--- config.mk ---
export PLATFORM = sky130hd
export DESIGN_NAME = game_timer
export DESIGN_NICKNAME = d
export VERILOG_FILES = /design/src/rtl/game_timer.sv
export SDC_FILE = /design/constraint.sdc
export NUM_CORES = 1
export LEC_CHECK = 0
export CORE_MARGIN = 2
export CORE_UTILIZATION = 65
export DETAILED_ROUTE_END_ITERATION = 12
export DONT_BUFFER_PORTS = 1
export MAX_ROUTING_LAYER = met4
export PLACE_DENSITY = 0.89
export SLEW_MARGIN = 0
export SYNTH_ARGS = -nofsm -noshare
export SYNTH_HDL_FRONTEND = slang
export SYNTH_SLANG_ARGS = --single-unit
--- constraint.sdc ---
create_clock -name frame_clk -period 5.5 [get_ports frame_clk]
set_input_delay 1.1 -clock frame_clk [delete_from_list [all_inputs] [get_ports frame_clk]]
set_output_delay 1.1 -clock frame_clk [all_outputs]
set_load 0.02 [all_outputs]
--- src/rtl/game_timer.sv ---
`default_nettype none
// ============================================================================
// Module      : game_timer
// Description : Frame-rate M:SS game clock (three BCD digits) plus a gravity
//               pacer whose drop period shortens with each elapsed minute.
//               Controlled by level start/pause/clear from the game FSM.
// Revision    : 1.0 - initial release
// ============================================================================
module game_timer #(
    parameter int FRAMES_PER_SEC = 60,
    parameter int DROP_BASE      = 48,
    parameter int DROP_STEP      = 8,
    parameter int DROP_MIN       = 4
) (
    input  logic       frame_clk,
    input  logic       reset,
    input  logic       start,
    input  logic       pause,
    input  logic       clear,
    output logic [3:0] gameClock [3],
    output logic       sec_tick,
    output logic       drop_tick,
    output logic       running,
    output logic       expired
);

    typedef enum logic [1:0] {
        S_IDLE    = 2'd0,
        S_RUN     = 2'd1,
        S_PAUSED  = 2'd2,
        S_EXPIRED = 2'd3
    } state_t;

    // Last frame index of a second, and the gravity period constants at the
    // 12-bit width used for the period arithmetic.
    localparam logic [5:0]  c_fps_last  = 6'(FRAMES_PER_SEC - 1);
    localparam logic [11:0] c_drop_base = 12'(DROP_BASE);
    localparam logic [11:0] c_drop_step = 12'(DROP_STEP);
    localparam logic [11:0] c_drop_min  = 12'(DROP_MIN);
    localparam logic [11:0] c_floor_gap = 12'(DROP_BASE - DROP_MIN);

    state_t      state_q, state_d;
    logic [3:0]  min_q, min_d;
    logic [3:0]  tens_q, tens_d;
    logic [3:0]  units_q, units_d;
    logic [5:0]  frame_cnt_q, frame_cnt_d;
    logic [7:0]  drop_cnt_q, drop_cnt_d;
    logic        sec_tick_q, sec_tick_d;
    logic        drop_tick_q, drop_tick_d;

    logic        w_sec_wrap;
    logic        w_carry_units;
    logic        w_carry_tens;
    logic [3:0]  w_units_inc;
    logic [3:0]  w_tens_inc;
    logic [3:0]  w_min_inc;
    logic        w_reach_end;
    logic [11:0] w_step_prod;
    logic [11:0] w_period;
    logic        w_drop_hit;

    // BCD one-second increment and the gravity period derived from the minute digit.
    always_comb begin
        w_sec_wrap    = (frame_cnt_q == c_fps_last);
        w_carry_units = (units_q == 4'd9);
        w_carry_tens  = w_carry_units && (tens_q == 4'd5);
        w_units_inc   = w_carry_units ? 4'd0 : units_q + 4'd1;
        if (w_carry_units) begin
            w_tens_inc = (tens_q == 4'd5) ? 4'd0 : tens_q + 4'd1;
        end else begin
            w_tens_inc = tens_q;
        end
        // Minutes saturate at 9; the timer expires at 9:59 before this could wrap.
        if (w_carry_tens && (min_q != 4'd9)) begin
            w_min_inc = min_q + 4'd1;
        end else begin
            w_min_inc = min_q;
        end
        w_reach_end = (w_min_inc == 4'd9) && (w_tens_inc == 4'd5) && (w_units_inc == 4'd9);

        w_step_prod = c_drop_step * {8'd0, min_q};
        if (w_step_prod >= c_floor_gap) begin
            w_period = c_drop_min;
        end else begin
            w_period = c_drop_base - w_step_prod;
        end
        // A >= test lets a period that just shrank below the count fire at once.
        w_drop_hit = ({4'd0, drop_cnt_q} >= (w_period - 12'd1));
    end

    // Next-state, counter and tick decode; clear overrides every state.
    always_comb begin
        state_d     = state_q;
        min_d       = min_q;
        tens_d      = tens_q;
        units_d     = units_q;
        frame_cnt_d = frame_cnt_q;
        drop_cnt_d  = drop_cnt_q;
        sec_tick_d  = 1'b0;
        drop_tick_d = 1'b0;

        if (clear) begin
            state_d     = S_IDLE;
            min_d       = 4'd0;
            tens_d      = 4'd0;
            units_d     = 4'd0;
            frame_cnt_d = 6'd0;
            drop_cnt_d  = 8'd0;
        end else begin
            case (state_q)
                S_IDLE: begin
                    if (start) begin
                        state_d = S_RUN;
                    end
                end
                S_RUN: begin
                    if (w_sec_wrap) begin
                        frame_cnt_d = 6'd0;
                        min_d       = w_min_inc;
                        tens_d      = w_tens_inc;
                        units_d     = w_units_inc;
                        sec_tick_d  = 1'b1;
                    end else begin
                        frame_cnt_d = frame_cnt_q + 6'd1;
                    end
                    if (w_drop_hit) begin
                        drop_cnt_d  = 8'd0;
                        drop_tick_d = 1'b1;
                    end else begin
                        drop_cnt_d  = drop_cnt_q + 8'd1;
                    end
                    // Reaching 9:59 ends the game even if pause arrives on the same frame.
                    if (w_sec_wrap && w_reach_end) begin
                        state_d = S_EXPIRED;
                    end else if (pause) begin
                        state_d = S_PAUSED;
                    end
                end
                S_PAUSED: begin
                    if (start) begin
                        state_d = S_RUN;
                    end
                end
                S_EXPIRED: begin
                    state_d = S_EXPIRED;
                end
                default: begin
                    state_d = S_IDLE;
                end
            endcase
        end
    end

    // State, digit, counter and tick registers with asynchronous reset.
    always_ff @(posedge frame_clk or posedge reset) begin
        if (reset) begin
            state_q     <= S_IDLE;
            min_q       <= 4'd0;
            tens_q      <= 4'd0;
            units_q     <= 4'd0;
            frame_cnt_q <= 6'd0;
            drop_cnt_q  <= 8'd0;
            sec_tick_q  <= 1'b0;
            drop_tick_q <= 1'b0;
        end else begin
            state_q     <= state_d;
            min_q       <= min_d;
            tens_q      <= tens_d;
            units_q     <= units_d;
            frame_cnt_q <= frame_cnt_d;
            drop_cnt_q  <= drop_cnt_d;
            sec_tick_q  <= sec_tick_d;
            drop_tick_q <= drop_tick_d;
        end
    end

    assign gameClock[2] = min_q;
    assign gameClock[1] = tens_q;
    assign gameClock[0] = units_q;
    assign sec_tick     = sec_tick_q;
    assign drop_tick    = drop_tick_q;
    assign running      = (state_q == S_RUN);
    assign expired      = (state_q == S_EXPIRED);

endmodule
`default_nettype wire

Word-level counts from Yosys, hierarchy flattened
Index checks and enable logic that the tools add are counted.

Flip-flop bits (word level): 30. Output and inout port bits: 16. Word-level logic and storage cells: 71.

Add/sub/neg operators: 7. Order comparisons: 2. Equal/unequal tests: 12. Muxes and demuxes: 31. Reductions and logical operators: 11.

Operators by type and width (number): $mux W4 (13); $mux W8 (3); $mux W6 (3); $add A4 B1 Y4 const B (3); $eq A4 B4 Y1 const B (3); $ge A8 B12 Y1 (1); $mux W12 (1); $sub A12 B1 Y12 const B (1); $add A8 B1 Y8 const B (1); $eq A4 B3 Y1 const B (2); $mux W2 (4); $sub A6 B7 Y8 const A (1); $ge A7 B6 Y1 const B (1); $add A6 B1 Y6 const B (1); $eq A6 B6 Y1 const B (1); $mux W1 (6); $pmux W2 S3 (1); $logic_and A1 B1 Y1 (5); $eq A2 B2 Y1 const B (2); $ne A4 B3 Y1 const B (1); $ne A4 B4 Y1 const B (1); $reduce_and A2 Y1 (2); $reduce_bool A2 Y1 (2); $ne A3 B1 Y1 const B (1); 3 further kinds (3).

Logic depth before layout (Yosys ltp)
Word-level depth: 11. Mapped depth: 12. Depth with buffers taken out: 11.

Worst setup path after synthesis
No wires, ideal clock.

Path kind: register to register. Start: reg min_q[1]. End: reg drop_cnt_q[4]. Arrival: 2874 ps. Path slack: 2502 ps. Cell stages (with the launch flop): 13. Period minus slack after synthesis: 2998 ps. Cells stage by stage: dfrtp_1 -> inv_1 -> ha_1 -> or4b_4 -> a31oi_4 -> inv_1 -> ha_1 -> o21a_1 -> a21oi_1 -> o31ai_2 -> buf_6 -> nor3_2 -> a211o_1.

Word-level cells in the longest chain between the ends: 7. Elaborated cells on any way between the ends: 8. Those cells by class: add/sub (2); order compare (2); mux (4).

RTL lines: from (decl) (RTL line 43) `logic [3:0] min_q, min_d;`; from (signal assigned) (RTL line 167) `min_q <= min_d;`; $sub A6 B7 Y8 / $ge A7 B6 Y1 (equally long branches) (RTL line 85, 82); $mux W12 * (RTL line 82) `if (w_step_prod >= c_floor_gap) begin`; $sub A12 B1 Y12 * (RTL line 88) `w_drop_hit = ({4'd0, drop_cnt_q} >= (w_period - 12'd1));`; $ge A8 B12 Y1 * (RTL line 88); $mux W8 * (RTL line 126) `if (w_drop_hit) begin`; $mux W8 * (RTL line 110) `case (state_q)`; $mux W8 * (RTL line 102) `if (clear) begin`; to (signal assigned) (RTL line 171) `drop_cnt_q <= drop_cnt_d;`; to (decl) (RTL line 47) `logic [7:0] drop_cnt_q, drop_cnt_d;`.

Every way passes the cells marked *; elsewhere a longest branch is shown, timed or not. The select of a mux whose other input is x is not followed. A chain may end at the register's enable or synchronous reset.

Final worst setup path
Start: reg min_q[1]. End: reg drop_cnt_q[5].

The elaborated chain is that of the path after synthesis.

==> run metrics <==
R2R depth 11; failing checks design-rule violations; Yosys reg bits 30; Power per Cell Area 194 mW/mm^2; CTS clk-pin slew, worst paths around 0.10 ns; FF-to-FF setup slack approximately 1.8 ns; layout cell share with drive strength beyond 1 under 10%; unrepaired setup endpoints after global routing false; drt total wl roughly 4200 microns; initial core utilization 69.8%; TritonCTS Buffers 5; Sum Neg Setup Slack 0 ns; Synth top area share 38.3%; Startpoint Class flip-flop; vias in the first global route about 1.5k; Max Freq about 0.27 GHz; number of fill cells between 200 and 250; Top Layer Used met4; multiplexer share of the synthesized area around 2.2%; HPWL Detailed about 3000 microns; Compound-Gate Fraction of Synth Area around 15%; worst-skew pair later-pin latency between 0.3 and 0.4 ns; Avg Cell Area, Syn a little over 9 sq um; Most used DFF post-synth dfrtp_1; top-level I/O count 21; yosys warns 0; Least-Margin Pin Slew ~1.2 ns; Cells after Synth around 210; Post-Route M1 WL 1850 microns; Finish-stage setup viols 0; skew final between 0.01 and 0.015 ns; antenna violations before repair 0; All-Layer GR Usage about 28%; Critical Path Start min_q[1]$_DFFE_PP0P_; Min-Delay Path Depth 2; PnR Total Power 0.389 mW; post-synthesis simple-gate area fraction 25.9%; leakage 0.896 nW; std cell rows 19; Layout area overhead 2.43%; GRT overflow 0; Syn Std Cell Area about 0.0020 sq mm; hold wc startpoint drop_cnt_q[1]$_DFFE_PP0P_; cell taking the most area after synthesis dfrtp_1; Worst EP arrival 3.88 ns; worst r2r dst drop_cnt_q[5]$_DFFE_PP0P_; top post-synthesis cells by area dfrtp_1 (38%), ha_1 (8.3%), xnor2_1 (4.5%); pin count of the biggest net entering global routing 31; postcts setup bufs 0; Max IR drop VDD 0.000172 V; drt first-iter violations between 100 and 150; Pre-antenna DRT Iters 9; critical path fanouts, max 11; largest family of logic cells by synthesized area simple AND/OR/NAND/NOR gates; Final Hold Vio Count 0; clk root buf clkbuf_4; DRC Markers 1; vias per cell between 6 and 7; cts repair resizes 0; Max Transition Viols Final 0; Mapped Nets 232; RD Place Congestion roughly 0.89; Synth async-reset ratio between 90% and 100%; Detail Route Antenna Nets 0; full die area about 0.0035 sq mm; MaxCap Viol Count 0; Post-synth EDFFs 0; Tmin final between 3 and 4 ns; CORE AREA about 0.0028 sq mm; Die Span Y 58.9 microns; status complete, but fails checks; Post-synth top cells dfrtp_1 (30), nor2_1 (21), nand2_1 (16), o21ai_1 (15), ha_1 (13); Routed WL per cell ~17 microns; n_diodes 0; CTS Buffer Depth 2; routed wl met2 between 2000 and 2500 microns; Synth cell types ~50; Post-Synth XOR/XNOR Area 5.81%; R2R Path Start min_q[1]$_DFFE_PP0P_; Seq. cell area between 700 and 800 sq um; Via Count around 1.5k; multi-input logic area ~0.0011 sq mm; Die X 58.9 microns; critical path class flip-flop to flip-flop; Seq/Total Area, Yosys 38.3%; Hold Slack about 0.56 ns; most common cell in the netlist dfrtp_1; Hold-fix buffers, CTS 0; clock sinks 30; met3 wire len ~190 microns; Hold Crit Class flip-flop to flip-flop; Crit. End Element flip-flop; WHS Endpoint drop_cnt_q[1]$_DFFE_PP0P_; nets@finish approximately 230; # port buffers 0; first-pass GRT wire length around 7200 microns; Synth Area in Adders under 10%; Tcrit/Tclk final 66.4%; CTS H-Tree Depth 2; TritonCTS clock tree yes; Data required, critical path about 5.7 ns; relative slew slack about 23%
[cells by family (layout without fill, tap and decap cells)]
group	after synthesis	count (layout)
AOI/OAI and AO/OA	43	43
xor gates and xnor gates	13	13
adders and majority gates	13	13
buffers and inverters	19	19
DFF	30	30
muxes	4	4
and+or+nand+nor	92	92
[sequential cells by signal, indices dropped and copies added, names as in the netlist]
name and count:
drop_cnt_q 8, drop_tick 1, frame_cnt_q 6, min_q 4, sec_tick 1, state_q 2
tens_q 4, units_q 4
[worst max path at each step]
stage                                           end  slack (ns)  cells past startpoint
after floorplan           drop_cnt_q[4]$_DFFE_PP0P_        2.50                     12
after global placement    drop_cnt_q[5]$_DFFE_PP0P_        2.09                     11
after detailed placement  drop_cnt_q[5]$_DFFE_PP0P_        1.88                     11
after CTS                 drop_cnt_q[5]$_DFFE_PP0P_        1.85                     11
after global routing      drop_cnt_q[5]$_DFFE_PP0P_        1.58                     11
final                     drop_cnt_q[5]$_DFFE_PP0P_        1.85                     11
[placed cells by master (no fill, tap or decap), types with 2 or more instances in the layout]
cell type / instances
dfrtp_1: 30
nor2_1: 21
nand2_1: 16
o21ai_1: 15
ha_1: 13
nand3_1: 11
xnor2_1: 10
inv_1: 10
a21oi_1: 7
and2_1: 6
nor2b_1: 5
nand4_1: 5
nor3_1: 5
clkbuf_4: 5
nand2b_1: 4
a211o_1: 4
or3_1: 3
xor2_1: 3
o21ai_0: 3
and4b_1: 2
nand3b_1: 2
or2_1: 2
mux2i_1: 2
nor3b_2: 2
a211oi_1: 2
o21a_1: 2
a21o_1: 2
[per-stage QoR]
stage,worst slack [ns],cells,util [%],area [sq um]
3_3_place_gp,2.09,237,69.4,1950
5_1_grt,1.58,245,71.5,2010
4_1_cts,1.85,245,71.5,2010
3_5_place_dp,1.88,237,69.4,1950
6_report,1.85,245,71.5,2010
2_1_floorplan,2.50,214,-,1960
[power breakdown]
group          internal [mW]  switching (mW)  leakage (nW)
logic                0.00665          0.0163         0.445
clock network         0.0618          0.0766        0.0353
registers              0.224         0.00404         0.416
total                  0.292          0.0969         0.896
[metal layers]
metal / GRT usage [%] / vias up
met5: - / -
met4: 8.12 / 0
met3: 9.23 / 8
met2: 44.1 / 34
met1: 35.8 / 751
li1: - / 752
[final cells by class]
type,count,area share (%)
sequential,30,37.4
clock inverter,1,0.249
clock buffer,7,2.74
inverter,11,2.06
tap,31,1.93
multi-input combinational,165,55.6
[critical path, cell delays in order, from the launching register on]
cell     delay [ns]
dfrtp_1        0.63
inv_1          0.13
ha_1           0.37
or4b_4         0.53
a31oi_4        0.24
inv_1          0.08
ha_1           0.27
o21a_1         0.13
a21oi_1        0.10
o31ai_2        0.66
nor3_1         0.11
a211o_1        0.29
No activity file was read; power rests on OpenSTA's default activity.
